--- config.mk ---
export PLATFORM = sky130hd
export DESIGN_NAME = move_acceptance
export DESIGN_NICKNAME = d
export VERILOG_FILES = /design/src/rtl/move_acceptance.sv
export SDC_FILE = /design/constraint.sdc
export NUM_CORES = 1
export LEC_CHECK = 0
export BUFFER_PORTS_ARGS = -buffer_cell sky130_fd_sc_hd__clkbuf_2
export CAP_MARGIN = 20
export CORE_UTILIZATION = 55
export DETAILED_ROUTE_END_ITERATION = 8
export PLACE_DENSITY = 0.78
export SLEW_MARGIN = 5
export SYNTH_ARGS = -nofsm -noshare
export SYNTH_HDL_FRONTEND = slang
export SYNTH_SLANG_ARGS = --single-unit
--- constraint.sdc ---
create_clock -name in_clock -period 4.8 [get_ports in_clock]
set_input_delay 0.96 -clock in_clock [delete_from_list [all_inputs] [get_ports in_clock]]
set_output_delay 0.96 -clock in_clock [all_outputs]
set_load 0.05 [all_outputs]
--- src/rtl/move_acceptance.sv ---
// Metropolis-style move acceptance: compares unsatisfied-clause counts and draws against an 8-bit LFSR.
// Optional MOVE_ACCEPTANCE_STATS_EN adds saturating accept/reject counters.
module move_acceptance #(
    parameter int MAX_BIT_WIDTH_OF_CLAUSES_INDEX = 3,
    parameter int CLAUSE_WEIGHT_SHIFT            = 1
) (
    input  logic                                  in_clock,
    input  logic                                  in_reset,
    input  logic [7:0]                            in_seed,
    input  logic                                  in_enable,
    input  logic [MAX_BIT_WIDTH_OF_CLAUSES_INDEX:0] in_u,
    input  logic [MAX_BIT_WIDTH_OF_CLAUSES_INDEX:0] in_v,
    output logic                                  out_busy,
    output logic                                  out_done,
`ifdef MOVE_ACCEPTANCE_STATS_EN
    output logic [15:0]                           out_accept_count,
    output logic [15:0]                           out_reject_count,
`endif
    output logic                                  out_p
);

    localparam int W  = MAX_BIT_WIDTH_OF_CLAUSES_INDEX + 1;
    localparam int SW = W + 32;

    typedef enum logic [1:0] {IDLE, COMPARE, DRAW, DONE} state_t;

    state_t          state, state_next;
    logic [7:0]      lfsr;
    logic [7:0]      lfsr_step;
    logic            seeded;
    logic [W-1:0]    u_p0, v_p0;
    logic            accept_p1;
    logic [SW-1:0]   s_p1;
    logic            draw_accept;

    // An all-zero seed would lock the LFSR, so it is replaced.
    function automatic logic [7:0] seed_fix(input logic [7:0] seed);
        return (seed == 8'h00) ? 8'hA5 : seed;
    endfunction

    function automatic logic [15:0] sat_inc(input logic [15:0] cnt);
        return (cnt == 16'hFFFF) ? cnt : cnt + 16'd1;
    endfunction

    always_ff @(posedge in_clock or negedge in_reset) begin
        if (!in_reset) state <= IDLE;
        else           state <= state_next;
    end

    always_comb begin
        state_next = state;
        out_busy   = 1'b1;
        out_done   = 1'b0;
        case (state)
            IDLE: begin
                out_busy = 1'b0;
                if (in_enable) state_next = COMPARE;
            end
            COMPARE: state_next = DRAW;
            DRAW:    state_next = DONE;
            DONE: begin
                out_done   = 1'b1;
                state_next = IDLE;
            end
            default: state_next = IDLE;
        endcase
    end

    assign lfsr_step = {lfsr[6:0], lfsr[7] ^ lfsr[5] ^ lfsr[4] ^ lfsr[3]};

    always_comb begin
        draw_accept = 1'b1;
        if (!accept_p1) begin
            if (s_p1 >= SW'(8)) draw_accept = 1'b0;
            else draw_accept = ({1'b0, lfsr_step} < (9'd1 << (4'd8 - s_p1[3:0])));
        end
    end

    // Stage p0: operands captured on the edge leaving IDLE
    always_ff @(posedge in_clock) begin
        if (state == IDLE && in_enable) begin
            u_p0 <= in_u;
            v_p0 <= in_v;
        end
    end

    // Stage p1: comparison and scaled difference
    always_ff @(posedge in_clock) begin
        if (state == COMPARE) begin
            accept_p1 <= (v_p0 <= u_p0);
            s_p1      <= SW'(v_p0 - u_p0) * SW'(CLAUSE_WEIGHT_SHIFT);
        end
    end

    // Stage p2: LFSR draw and registered decision
    always_ff @(posedge in_clock or negedge in_reset) begin
        if (!in_reset) begin
            lfsr   <= 8'h00;
            seeded <= 1'b0;
            out_p  <= 1'b0;
        end else begin
            if (state == COMPARE && !seeded) begin
                lfsr   <= seed_fix(in_seed);
                seeded <= 1'b1;
            end
            if (state == DRAW) begin
                lfsr  <= lfsr_step;
                out_p <= draw_accept;
            end
        end
    end

`ifdef MOVE_ACCEPTANCE_STATS_EN
    always_ff @(posedge in_clock or negedge in_reset) begin
        if (!in_reset) begin
            out_accept_count <= 16'd0;
            out_reject_count <= 16'd0;
        end else if (state == DONE) begin
            if (out_p) out_accept_count <= sat_inc(out_accept_count);
            else       out_reject_count <= sat_inc(out_reject_count);
        end
    end
`endif

endmodule

Word-level counts from Yosys, hierarchy flattened
Cells that the tools add are included.
Storage, ports and cells
  register bits after elaboration: 57
  input port bits: 19
  output and inout port bits: 3
Operators by class
  add/sub/neg operators: 2
  magnitude comparators: 3
  eq/ne operators: 4
  shifts and indexed selects: 1
  multiplexer cells: 9
  bitwise logic cells: 3
  reductions and logical operators: 6
Operators with widths (count)
  $ge 36x4->1 const B: 1
  $mux 8: 3
  $lt 8x9->1: 1
  $shl 1x4->9 const A: 1
  $logic_not 8->1: 1
  $pmux 2 s4: 1
  $sub 4x4->5: 1
  $eq 2x2->1 const B: 2
  $le 4x4->1: 1
  $mux 1: 4
  $sub 4x4->4 const A: 1
  $xor 1x1->1: 3
  $eq 2x1->1 const B: 1
  $logic_and 1x1->1: 2
  $logic_not 2->1: 1
  $mux 2: 1
  $ne 2x2->1 const B: 1
  $reduce_bool 2->1: 1
  $logic_not 1->1: 1

Depth between registers and ports, before layout
  depth after elaboration: 6
  mapped depth: 7
  mapped depth without buffers: 7

Worst setup path before layout
OpenSTA, ideal clock, no wires.
  path type: reg-to-output
  start: reg state[0]
  end: out out_busy
  arrival time: 0.951 ns
  required time: 3.840 ns
  slack: 2.889 ns
  stages on the path, launching flop included: 4
  path buffers: 0
  cells stage by stage: dfrtp_1 > inv_1 > ha_1 > inv_1
Between the ends
  cells in the longest elaborated chain, start to end: 2
RTL lines
  from (decl): line 27  | state_t state, state_next;
  from (signal assigned): line 47  | else state <= state_next;
  $logic_not 2->1: line 54  | case (state)
  $mux 1: line 54
  to (decl): line 13  | output logic out_busy,
No other way between the ends.

Final worst setup path
Ends and elaborated chain as after synthesis.

==> metrics.txt <==
YS warnings 0; layout cells sized above 1 18.2%; asr flop ratio synth 46.2%; worst path bufs/invs 3; Final TNS setup 0 ps; count leader, synth ha_1; Site Rows 18; Post-synth top cells ha_1 (16), edfxtp_1 (14), inv_1 (14), nand2_1 (14), dfrtp_1 (12); max_cap viols 0; drt wl/cell 13.3 µm; Tightest Pin Transition 702 ps; DIE HEIGHT 53.8 µm; Mapped Area 1470 µm²; vias per cell 5.49; CP Class reg2out; Die Area 2890 µm²; slack of the critical path 2420 ps; Post CTS Setup Buffer Count 0; critical path's largest stage delay 420 ps; cell leakage power 0.725 nW; gr usage total 21.5%; Tcrit/Tclk final 49.6%; diode count 0; cell taking the most area after synthesis edfxtp_1; dpl hpwl 2020 µm; number of global-route vias before repair 1017; DRT iter0 DRCs 30; Max-slew headroom 53.2%; core area 2500 µm²; pin count of the biggest net entering global routing 22; Routed WL 2510 µm; # DRC 0; die width 53.8 µm; Max Slew Vio Count 0; clock latency on the worst-skew pair 320 ps; final setup vio count 0; hold_buf cts 0; Period minus WS final 2380 ps; first-pass GRT wire length 4250 µm; syn_nets 173; initial antenna violation count 0; Vias 1038; register area share after synthesis 48.9%; Setup Skew 3.89 ps; Hold Path Class in2async; Root Buffer clkbuf_4; Distinct cells, synth 31; Final Hold Vio Count 0; Pwr Total 860 µW; area share of the largest cell type after synthesis 28.5%; Yosys reg bits 26; Max rail drop VDD 0.446 mV; critical path launch point type register; Arr. time, crit path 1420 ps; Main synth FF type edfxtp_1; Detail Route Antenna Nets 0; crit path max fanout 4; RSZ-0062 raised after global routing false; outcome finished clean; number of buffers created by CTS 3; clk sink count 26; final RePlAce weighted congestion 0.777; IO Count 22; cell mode on critical path inv_1; GR Overflow Total 0; Fmax 420 MHz; CTS tree built; CP top delay family buffers and inverters; Slowest cell on crit path dfrtp_1; DR pass1 iterations 4; Longest Clk Path Bufs 2; Final #Nets 196; Post-synth EDFFs 14; Resize count post-CTS 0; WP data required 3840 ps; PD cells 529 nW/µm²; clock-pin slew on the worst setup and hold paths 140 ps; Area contributors post-synth edfxtp_1 (29%), dfrtp_1 (20%), ha_1 (14%); Filler cells 197; # port buffers 21; Gate Count Post-Synth 137; Initial Utilization 59.0%; Mapped Avg Cell Area 10.8 µm²; CP Cell Sequence inv_1, ha_1, inv_1, clkbuf_2; crit end category output port; CTS HTree Levels 1; Post-Place Setup Slack 2780 ps; Area Overhead vs Synth 10.4%
[state kept, by name (all words and copies together) (netlist names)]
| register | cells |
|---|---|
| out_p | 1 |
| lfsr | 8 |
| u_p0 | 4 |
| accept_p1 | 1 |
| state | 2 |
| v_p0 | 4 |
| s_p1 | 5 |
| seeded | 1 |
[cell usage in the layout (no fill, tap or decap), drive strengths merged]
cell type,instances
a211o,1
a211oi,2
a21boi,1
a21oi,4
and2,1
clkbuf,24
clkinv,1
dfrtp,12
edfxtp,14
fa,1
ha,16
inv,14
mux2,1
mux2i,4
nand2,14
nand2b,1
nand3,2
nand4,1
nor2,10
nor2b,5
nor3,2
nor4,1
o211ai,2
o21a,5
o21ai,12
o221ai,1
o311ai,1
o31ai,1
or2,1
xnor2,3
xor2,1
[power breakdown]
group | leakage [nW] | switching (mW) | internal, mW | total (mW)
logic | 0.433 | 0.228 | 0.156 | 0.384
registers | 0.277 | 0.0598 | 0.321 | 0.381
clock network | 0.0154 | 0.0646 | 0.0305 | 0.0951
[final cells by class]
class                           instances  area, µm²  share of cell area, %
Sequential cell                        26        721                   44.3
Clock inverter                          1       3.75                  0.231
Inverter                               14       52.6                   3.23
Timing Repair Buffer                   21        105                   6.46
Multi-Input combinational cell         94        686                   42.1
Tap cell                               30       37.5                   2.31
Clock buffer                            3       22.5                   1.38
[metrics by stage]
step | hold slack (ps) | instance area, µm² | utilization, % | instances
3_5_place_dp | 482 | 1600 | 64.1 | 185
6_report | 503 | 1630 | 65.1 | 189
4_1_cts | 511 | 1630 | 65.1 | 189
2_1_floorplan | 452 | 1470 | - | 137
5_1_grt | 510 | 1630 | 65.1 | 189
3_3_place_gp | 469 | 1600 | 64.1 | 185
[routing by layer]
metal / vias to the layer above / track usage, % / part of all wire [%] / wire length, µm
met4: 0 / 10.1 / 1.9 / 47
met5: - / 0 / 0 / 0
met2: 26 / 38.1 / 50 / 1260
li1: 520 / - / - / -
met3: 5 / 3.39 / 3.3 / 82
met1: 487 / 25.0 / 45 / 1130
[worst paths after layout]
check	startpoint	end	slack, ps	cells after the start
setup / recovery	state[0]$_DFFE_PN0P_	out_busy	2420	4
hold / removal	in_reset	state[1]$_DFFE_PN0P_	500	1
setup reg to reg	state[0]$_DFFE_PN0P_	out_p$_DFFE_PN0P_	2920	5
hold reg to reg	seeded$_DFFE_PN0P_	seeded$_DFFE_PN0P_	510	1
max in group asynchronous	in_reset	out_p$_DFFE_PN0P_	4050	1
min in group in_clock	seeded$_DFFE_PN0P_	seeded$_DFFE_PN0P_	510	1
[cells by family after synthesis]
family                     count (synthesis)  share of synthesized area (%)
AOI/OAI and AO/OA                         30                           13.6
DFF                                       26                           48.9
buffers and inverters                     17                           4.58
and+or+nand+nor                           38                           12.1
xor gates and xnor gates                   4                           2.38
muxes                                      5                           3.48
adders and majority gates                 17                           14.9
Power figures use the tool's default switching activity.
